<file path="config.mk">
export PLATFORM = sky130hd
export DESIGN_NAME = pb_io_router
export DESIGN_NICKNAME = d
export VERILOG_FILES = /design/src/rtl/pb_io_router.sv
export SDC_FILE = /design/constraint.sdc
export NUM_CORES = 1
export LEC_CHECK = 0
export ABC_AREA = 1
export CORE_ASPECT_RATIO = 1.4
export CORE_MARGIN = 8
export CORE_UTILIZATION = 41
export DETAILED_ROUTE_END_ITERATION = 7
export PLACE_DENSITY_LB_ADDON = 0.2
export SLEW_MARGIN = 0
export SYNTH_ARGS = -nofsm -noshare
export SYNTH_HDL_FRONTEND = slang
export SYNTH_SLANG_ARGS = --single-unit
</file>
<file path="constraint.sdc">
create_clock -name clk -period 1.3 [get_ports clk]
set_clock_uncertainty 0.2 [all_clocks]
set_input_delay 0.195 -clock clk [delete_from_list [all_inputs] [get_ports clk]]
set_output_delay 0.195 -clock clk [all_outputs]
set_load 0.02 [all_outputs]
</file>
<file path="src/rtl/pb_io_router.sv">
// PicoBlaze I/O port router: decodes port_id into input and output channels,
// registers read data, read acks and write enables, and aggregates edge-triggered interrupts.
module pb_io_router #(
    parameter int         N_IN      = 4,
    parameter int         N_OUT     = 4,
    parameter logic [7:0] IN_BASE   = 8'h00,
    parameter logic [7:0] OUT_BASE  = 8'h00,
    parameter int         IRQ_N     = 4,
    parameter logic [7:0] MASK_PORT = 8'hF1,
    parameter logic [7:0] PEND_PORT = 8'hF2
) (
    input  logic                clk,
    input  logic                pb_reset,
    input  logic [7:0]          port_id,
    input  logic                read_strobe,
    input  logic                write_strobe,
    input  logic [7:0]          out_port,
    output logic [7:0]          in_port,
    output logic                interrupt,
    input  logic                interrupt_ack,
    input  logic [8*N_IN-1:0]   in_data,
    output logic [N_IN-1:0]     rd_ack,
    output logic [N_OUT-1:0]    wr_en,
    output logic [7:0]          wr_data,
    input  logic [IRQ_N-1:0]    irq_src
);

    typedef enum logic [1:0] {
        ST_IDLE,
        ST_ASSERT,
        ST_SERVICE
    } irqState_t;

    irqState_t state_q, state_d;

    logic [7:0]       in_port_q, in_port_d;
    logic [N_IN-1:0]  rd_ack_q, rd_ack_d;
    logic [N_OUT-1:0] wr_en_q, wr_en_d;
    logic [7:0]       wr_data_q;
    logic [IRQ_N-1:0] mask_q;
    logic [IRQ_N-1:0] pending_q, pending_d;
    logic [IRQ_N-1:0] irq_prev_q;

    logic             isMask;
    logic             isPend;
    logic             maskWrite;
    logic             pendWrite;
    logic [N_IN-1:0]  inHit;
    logic [N_OUT-1:0] outHit;
    logic [7:0]       maskExt;
    logic [7:0]       pendExt;
    logic [IRQ_N-1:0] irqRise;
    logic [IRQ_N-1:0] pendClear;

    // Channel sums are 9 bits wide so a channel past 8'hFF can never alias a low port;
    // the internal registers shadow any channel that lands on their address.
    always_comb begin
        isMask = (port_id == MASK_PORT);
        isPend = (port_id == PEND_PORT) && !isMask;
        inHit  = '0;
        outHit = '0;
        for (int i = 0; i < N_IN; i++) begin
            inHit[i] = !isMask && !isPend &&
                       ({1'b0, port_id} == ({1'b0, IN_BASE} + 9'(i)));
        end
        for (int k = 0; k < N_OUT; k++) begin
            outHit[k] = !isMask && !isPend &&
                        ({1'b0, port_id} == ({1'b0, OUT_BASE} + 9'(k)));
        end
    end

    always_comb begin
        maskExt                = '0;
        maskExt[IRQ_N-1:0]     = mask_q;
        pendExt                = '0;
        pendExt[IRQ_N-1:0]     = pending_q;
        in_port_d              = '0;
        for (int i = 0; i < N_IN; i++) begin
            if (inHit[i]) begin
                in_port_d = in_data[8*i +: 8];
            end
        end
        if (isPend) begin
            in_port_d = pendExt;
        end
        if (isMask) begin
            in_port_d = maskExt;
        end
        rd_ack_d = inHit & {N_IN{read_strobe}};
        wr_en_d  = outHit & {N_OUT{write_strobe}};
    end

    // A new edge beats a simultaneous write-1-to-clear so no interrupt is ever lost.
    always_comb begin
        maskWrite = write_strobe && isMask;
        pendWrite = write_strobe && isPend;
        irqRise   = irq_src & ~irq_prev_q;
        pendClear = pendWrite ? out_port[IRQ_N-1:0] : '0;
        pending_d = (pending_q & ~pendClear) | irqRise;
    end

    always_ff @(posedge clk or posedge pb_reset) begin
        if (pb_reset) begin
            in_port_q  <= '0;
            rd_ack_q   <= '0;
            wr_en_q    <= '0;
            wr_data_q  <= '0;
            mask_q     <= '0;
            pending_q  <= '0;
            irq_prev_q <= '0;
        end else begin
            in_port_q  <= in_port_d;
            rd_ack_q   <= rd_ack_d;
            wr_en_q    <= wr_en_d;
            irq_prev_q <= irq_src;
            pending_q  <= pending_d;
            if (write_strobe) begin
                wr_data_q <= out_port;
            end
            if (maskWrite) begin
                mask_q <= out_port[IRQ_N-1:0];
            end
        end
    end

    always_ff @(posedge clk or posedge pb_reset) begin
        if (pb_reset) begin
            state_q <= ST_IDLE;
        end else begin
            state_q <= state_d;
        end
    end

    // Once raised, interrupt stays up until acknowledged, even if the mask changes;
    // SERVICE waits for the ISR's pending-clear write before re-arming.
    always_comb begin
        state_d   = state_q;
        interrupt = 1'b0;
        case (state_q)
            ST_IDLE: begin
                if ((pending_q & mask_q) != '0) begin
                    state_d = ST_ASSERT;
                end
            end
            ST_ASSERT: begin
                interrupt = 1'b1;
                if (interrupt_ack) begin
                    state_d = ST_SERVICE;
                end
            end
            ST_SERVICE: begin
                if (pendWrite) begin
                    state_d = ST_IDLE;
                end
            end
            default: begin
                state_d = ST_IDLE;
            end
        endcase
    end

    assign in_port = in_port_q;
    assign rd_ack  = rd_ack_q;
    assign wr_en   = wr_en_q;
    assign wr_data = wr_data_q;

endmodule

</file>
==> summary.md, run 1 <==
| Metric | Value |
|---|---|
| TritonCTS Buffers | 5 |
| Register area | 950.9 µm² |
| Number of library cell types mapped by synthesis | 25 |
| Overflow after GRT | 0 |
| Failing checks | negative setup slack |
| Core region area | 0.004204 mm² |
| Fin nets | 384 |
| Final period util | 1.035 |
| Syn Nets | 272 |
| PwrDens | 1003 mW/mm² |
| Count leader, synth | nand2_1 |
| Fin. Hold Viols | 0 |
| Outcome | finished with violations |
| Multi-input gate area | 797.0 µm² |
| Initial antenna violation count | 0 |
| Most frequent cells after synthesis | nand2_1 (67), dfrtp_1 (38), nor2_1 (34) |
| Seq pwr share | 0.442 |
| Crit Reg-Reg Startpoint | state_q[1] |
| GRT Util Overall | 0.1675 |
| Mapped Cells | 215 |
| Relative slew slack | 0.8509 |
| Switch share | 0.2622 |
| RR Endpoint | state_q[1] |
| Combinational Power Share | 0.217 |
| IO Pins | 82 |
| CTS tree | built |
| Vias in the first global route | 1,846 |
| Synth-to-Final Area Change | 64.26% |
| CP Launch Type | flip-flop |
| Largest net degree at the start of global routing | 39 |
| CTS clock-pin slew for the worst setup and hold paths | 0.08 ns |
| Clock Latency Late Sink | 0.28 ns |
| IO Port Bufs | 81 |
| Synth Cell Area | 0.001768 mm² |
| Asr flop ratio synth | 1.000 |
| DR pass1 iterations | 4 |
| Area leader, netlist | dfrtp_1 |
| Slowest cell on crit path | dfrtp_1 |
| Routability cong. | 0.7628 |
| Routed WL | 5.422 mm |
| Worst-margin pin slew | 0.2229 ns |
| DR iter-0 viols | 86 |
| Post-synth top area share | 0.5379 |
| Final setup vio count | 2 |
| CP Capture Type | output pin |
| Power Total | 0.002911 W |
| Worst min path class | in -> async |
| Antenna-violating nets left | 0 |
| EDFF count, synth | 0 |
| Clock network fraction of total power | 0.341 |
| Die Y | 93.70 µm |
| Syn_area_per_cell | 8.223 µm² |
| Routed via count | 1,801 |
| Deepest clock path buffer count | 2 |
| Cell chain of the critical path | inv_2, nor2_4, buf_6 |
| Die Wd | 71.50 µm |
| Fmax | 743.0 MHz |
| Fillers | 348 |
| NetSw | 0.0007632 W |
| Max FO, Critical Path | 2 |
| Total die area | 0.006699 mm² |
| Synth warnings | 0 |
| Cell family with most CP delay | flip-flops |
| Initial Utilization | 0.4205 |
| CTS Hold Bufs | 0 |
| Tmin final | 1.346 ns |
| Antenna cells | 0 |
| # DRC | 0 |
| P_int | 0.002148 W |
| MaxCap Viol Count | 0 |
| Share of layout cells above drive strength 1 | 0.2835 |
| Worst path arrival time | 0.95 ns |
| Critical Path RT | 0.90 ns |
| Static leakage | 1.528 nW |
| Clk root buf | clkbuf_8 |
| CP Buf/Inv Count | 2 |
| Kind of critical path | reg -> out |
| First-pass GRT wire length | 8.852 mm |
| RSZ-0062 raised after global routing | yes |
| DR WL/cell | 14.54 µm |
| Vias/cell | 4.828 |
| Dpl cells | 360 |
| Sequential area share after synthesis | 0.5379 |
| H-tree levels | 2 |
| # rows | 28 |
| Clock Sinks | 38 |
| Synth area leaders | dfrtp_1 (54%), nand2_1 (14%), nor2_1 (7.2%) |
| Pins Over Slew Limit | 0 |
| Yosys reg bits | 38 |
| Reg2reg path depth | 7 |
| Top_reg_cell synth | dfrtp_1 |
| DP HPWL | 4.168 mm |
| Reg-to-reg slack, setup | -0.04 ns |
| Max VDD drop | 0.7587 mV |
| Crit-path max cell delay | 0.37 ns |
| Finished Layout Cells | 373 |
| Worst setup slack after layout | -0.04581 ns |
-- state kept, by name, indices dropped and copies added (netlist names) --
| register | count |
|---|---|
| in_port | 8 |
| irq_prev_q | 4 |
| mask_q | 4 |
| pending_q | 4 |
| rd_ack | 4 |
| state_q | 2 |
| wr_data | 8 |
| wr_en | 4 |
-- kinds of logic after synthesis --
logic type | Yosys count | share of synthesized area
simple gates | 132 | 0.3355
flops | 38 | 0.5379
buf+inv | 27 | 0.05945
compound gates | 18 | 0.06723
-- worst min-delay path, stage by stage --
cell	delay, ns
clkdlybuf4s50_1	0.40
inv_1	0.09
buf_12	0.23
-- final cells by class --
type / instances / share of cell area
Clock buffer: 6 / 0.02499
Clock inverter: 2 / 0.01293
Inverter: 25 / 0.03318
Multi-Input combinational cell: 151 / 0.2745
Sequential cell: 38 / 0.3274
Tap cell: 45 / 0.01939
Timing Repair Buffer: 106 / 0.3076
-- how the worst max path moves through the flow --
stage,endpoint,startpoint,cells past startpoint,slack (ns)
finish,interrupt,state_q[0],3,-0.05
global route,interrupt,state_q[0],3,-0.11
CTS,state_q[1],state_q[1],7,-0.07
detailed placement,pending_q[1],port_id[7],8,-0.51
global placement,pending_q[0],port_id[7],8,-0.49
floorplan,in_port[0],pb_reset,1,0.04
-- metrics by stage --
| stage | utilization | setup slack [ns] | area (µm²) | hold slack, ns | TNS, ns |
|---|---|---|---|---|---|
| finish | 0.6908 | -0.04581 | 2904 | 0.06255 | -0.08410 |
| global route | 0.6908 | -0.1105 | 2904 | 0.08516 | -0.2201 |
| CTS | 0.6890 | -0.07468 | 2897 | 0.07529 | -0.1445 |
| detailed placement | 0.6646 | -0.5134 | 2794 | 0.2013 | -12.02 |
| global placement | 0.6646 | -0.4853 | 2794 | 0.1929 | -11.39 |
| floorplan | - | 0.04406 | 1768 | 0.02643 | 0 |
-- power by group through the flow --
stage	sequential [W]	combinational [W]	clock, W
finish	0.00129	0.000632	0.000993
global route	0.00129	0.000691	0.00107
CTS	0.00128	0.000608	0.00101
detailed placement	0.00130	0.000619	0
global placement	0.00130	0.000609	0
floorplan	0.00133	0.000209	0
-- timing repair --
action / CTS / global route
gates cloned: 1 / 0
setup buffers: 4 / 0
resized for setup: 124 / 14
pin swaps: 12 / 4
endpoints found under the setup margin: 50 / 14
-- cell usage in the layout (no fill, tap or decap), drive strengths merged --
master / n
a21oi: 2
a22o: 1
and2: 1
buf: 50
bufinv: 1
clkbuf: 6
clkdlybuf4s50: 48
clkinvlp: 1
dfrtp: 38
dlygate4sd2: 8
inv: 25
nand2: 71
nand3: 13
nand3b: 2
nand4: 4
nor2: 39
nor3: 3
o2111ai: 2
o211ai: 1
o21ai: 12
-- per-layer routing --
metal  GRT usage  up-vias  routed length, µm
met5           0        -                  0
met4     0.04103        0                 24
met3     0.05342        2                349
met2      0.3059       62               2857
met1      0.1816      835               2191
li1            -      902                  -
(Power assumes the default switching activity.)
==> inputs of run 2 (changes only) <==
--- a/config.mk
+++ b/config.mk
@@ -5,10 +5,9 @@
 export SDC_FILE = /design/constraint.sdc
 export NUM_CORES = 1
 export LEC_CHECK = 0
-export ABC_AREA = 1
 export CORE_ASPECT_RATIO = 1.4
 export CORE_MARGIN = 8
-export CORE_UTILIZATION = 41
+export CORE_UTILIZATION = 40
 export DETAILED_ROUTE_END_ITERATION = 7
 export PLACE_DENSITY_LB_ADDON = 0.2
 export SLEW_MARGIN = 0
==> run 2 against run 1 <==
The run still ends with negative setup slack left. Sequential cell count is the same. Global-route usage shrank 0.063 points. Sequential power is essentially flat. Non-clock buffer count is the same. Synthesized cell count shrank 37%. Clock power shrank 17%. Cell area shrank 3.7%. Sequential share of layout area grew 1.3 points. Worst setup slack lost 0.014 ns. Register-to-register slack gained 0.14 ns. Clock-buffer cell count is the same.
==> summary.md, run 2 <==
| Metric | Value |
|---|---|
| Static leakage | 1.298 nW (-15%) |
| MaxCap Viol Count | 0 (unchanged) |
| Asr flop ratio synth | 1.000 (unchanged) |
| Yosys reg bits | 38 (unchanged) |
| Area leader, netlist | dfrtp_1 |
| Setup TNS Final | -0.05996 ns (+0.02414 ns) |
| Crit-path max cell delay | 0.40 ns (+0.03 ns) |
| H-tree levels | 2 (unchanged) |
| RSZ-0062 raised after global routing | yes |
| # DRC | 0 (unchanged) |
| Kind of critical path | reg -> out |
| First-pass GRT wire length | 8.604 mm (-2.8%) |
| Pins Over Slew Limit | 0 (unchanged) |
| # rows | 28 (unchanged) |
| Fin nets | 300 (-22%) |
| CTS tree | built |
| Vias in the first global route | 1,744 (-5.5%) |
| Antenna-violating nets left | 0 (unchanged) |
| Synth area leaders | dfrtp_1 (56%), mux2_2 (11%), a22o_1 (3.1%) |
| Syn_area_per_cell | 12.49 µm² (+52%) |
| Share of layout cells above drive strength 1 | 0.4139 (+0.1304) |
| Worst path arrival time | 0.96 ns (about the same) |
| DR pass1 iterations | 4 (unchanged) |
| Antenna cells | 0 (unchanged) |
| Fin. Hold Viols | 0 (unchanged) |
| Worst setup slack after layout | -0.05996 ns (-0.01415 ns) |
| Max VDD drop | 0.6941 mV (-8.5%) |
| Die Y | 92.83 µm (-0.92%) |
| Initial Utilization | 0.4080 (-0.01255) |
| Number of library cell types mapped by synthesis | 31 (+24%) |
| Initial antenna violation count | 0 (unchanged) |
| Total die area | 0.006580 mm² (-1.8%) |
| Core region area | 0.004134 mm² (-1.7%) |
| Most common cell after layout, fill and taps aside | clkdlybuf4s50_1 |
| Synth warnings | 0 (unchanged) |
| Final setup vio count | 1 (-1) |
| Failing checks | negative setup slack |
| CP Capture Type | output pin |
| Syn Nets | 192 (-29%) |
| Final Util | 0.6765 (-0.01432) |
| Die Wd | 70.88 µm (-0.87%) |
| Synth Cell Area | 0.001687 mm² (-4.6%) |
| Routed WL | 5.285 mm (-2.5%) |
| Final period util | 1.046 (+0.01088) |
| Register area | 950.9 µm² (unchanged) |
| GRT Util Overall | 0.1669 (-0.0006298) |
| PwrDens | 973.1 mW/mm² (-2.9%) |
| CTS clock-pin slew for the worst setup and hold paths | 0.07 ns (about the same) |
| Tmin final | 1.360 ns (+0.01415 ns) |
| Clock Sinks | 38 (unchanged) |
| Mapped Cells | 135 (-37%) |
| Finished Layout Cells | 289 (-23%) |
| Critical Path RT | 0.90 ns (about the same) |
| Fmax | 735.3 MHz (-1.0%) |
| Routability cong. | 0.7435 (-2.5%) |
| Dpl cells | 277 (-23%) |
| Top_reg_cell synth | dfrtp_1 |
| Sequential area share after synthesis | 0.5638 (+0.02594) |
| IO Port Bufs | 81 (unchanged) |
| Slowest cell on crit path | dfrtp_1 |
| Outcome | finished with violations |
| DP HPWL | 4.101 mm (-1.6%) |
| Cell chain of the critical path | nor2b_2, buf_6 |
| Clock Latency Late Sink | 0.28 ns (about the same) |
| Largest net degree at the start of global routing | 39 (unchanged) |
| Overflow after GRT | 0 (unchanged) |
| Relative slew slack | 0.7891 (-0.06180) |
| Synth-to-Final Area Change | 65.80% |
| Post-synth top area share | 0.5638 (+0.02594) |
| Vias/cell | 5.277 (+9.3%) |
| Fillers | 323 (-7.2%) |
| DR WL/cell | 18.29 µm (+26%) |
| Worst min path class | in -> async |
| Count leader, synth | dfrtp_1 |
| Deepest clock path buffer count | 2 (unchanged) |
| Routed via count | 1,525 (-15%) |
| Most frequent cells in the layout | clkdlybuf4s50_1 (47), dfrtp_1 (38), buf_2 (30), buf_4 (20), mux2_2 (16) |
| Most frequent cells after synthesis | dfrtp_1 (38), mux2_2 (16), nor2_1 (13) |
| Multi-input gate area | 805.8 µm² (+1.1%) |
| TritonCTS Buffers | 5 (unchanged) |
| IO Pins | 82 (unchanged) |
| Max FO, Critical Path | 2 (unchanged) |
| Worst-margin pin slew | 0.3139 ns (+0.09107 ns) |
| Clk root buf | clkbuf_8 |
| DR iter-0 viols | 47 (-45%) |
| EDFF count, synth | 0 (unchanged) |
| CP Launch Type | flip-flop |
run 2: changes by cell type after synthesis, sizes merged, moves of 3 or more:
| cell | previous run | this run |
|---|---|---|
| a22o | 1 | 6 |
| a22oi | 0 | 3 |
| and3 | 0 | 3 |
| inv | 25 | 5 |
| mux2 | 0 | 20 |
| nand2 | 71 | 8 |
| nand3 | 13 | 1 |
| nand4 | 4 | 1 |
| nor2 | 38 | 13 |
| nor4b | 0 | 4 |
| o21ai | 12 | 1 |
| o22ai | 0 | 8 |
| o32ai | 0 | 4 |
run 2: report_power, final:
| part | switching (W) | internal [W] | total, W |
|---|---|---|---|
| sequential | 0.0000344 | 0.00125 | 0.00128 |
| clock | 0.000396 | 0.000426 | 0.000822 |
| combinational | 0.000262 | 0.000356 | 0.000618 |
run 2: routing by layer:
| metal | vias to the layer above | wire (µm) | share of wire | track usage |
|---|---|---|---|---|
| met1 | 743 | 1890 | 0.36 | 0.1604 |
| met5 | - | 0 | 0 | 0 |
| met4 | 0 | 92 | 0.017 | 0.05923 |
| met2 | 58 | 2896 | 0.55 | 0.3126 |
| met3 | 7 | 406 | 0.077 | 0.06378 |
| li1 | 717 | - | - | - |
run 2: cell families after synthesis:
group	Yosys count	synth area share
multiplexers	20	0.1335
AO/OA/AOI/OAI	25	0.1105
buffers and inverters	10	0.02597
flip-flops	38	0.5638
AND/OR/NAND/NOR	42	0.1662
run 2: repair_timing:
item	in CTS	in global routing
hold endpoints to repair	1	0
setup endpoints to repair	58	23
setup buffers	3	0
pin swaps	6	5
hold buffers	1	0
gates resized for setup	138	17
run 2: final timing paths:
kind                                  from         end  slack (ns)  cells past startpoint
worst max-delay path            state_q[1]   interrupt       -0.06                      2
worst min-delay path              pb_reset   rd_ack[3]        0.06                      3
worst max register to register   mask_q[2]  state_q[0]        0.10                      3
worst min register to register  wr_data[1]  wr_data[1]        0.30                      1
max in group asynchronous         pb_reset    wr_en[0]        0.64                      3
min in group clk                port_id[0]    wr_en[0]        0.08                      3
run 2: final cells by class:
cell class	instances	share of cell area
Inverter	5	0.006711
Sequential cell	38	0.3400
Tap cell	45	0.02013
Clock buffer	6	0.02953
Clock inverter	2	0.004474
Multi-Input combinational cell	87	0.2881
Timing Repair Buffer	106	0.3110
run 2: worst max-delay path, delay by kind of cell (launching register included):
family        cells  cell delay [ns]
buf+inv           1             0.13
flops             1             0.40
simple gates      1             0.15
run 2: through the flow:
step | total power (W) | hold slack (ns) | cell area (µm²) | setup WS (ns)
finish | 0.002721 | 0.06142 | 2796 | -0.05996
global placement | 0.001902 | 0.2921 | 2710 | -0.6000
global route | 0.002854 | 0.07288 | 2796 | -0.1057
floorplan | 0.001531 | 0.02643 | 1698 | -0.04143
detailed placement | 0.001920 | 0.2974 | 2710 | -0.6972
CTS | 0.002750 | 0.05400 | 2823 | -0.1135
==> inputs of run 3 (changes only) <==
--- a/config.mk
+++ b/config.mk
@@ -5,6 +5,7 @@
 export SDC_FILE = /design/constraint.sdc
 export NUM_CORES = 1
 export LEC_CHECK = 0
+export CAP_MARGIN = 30
 export CORE_ASPECT_RATIO = 1.4
 export CORE_MARGIN = 8
 export CORE_UTILIZATION = 40
==> results of run 3 <==
No change in the layout: final DEF, timing and power equal those of run 2.
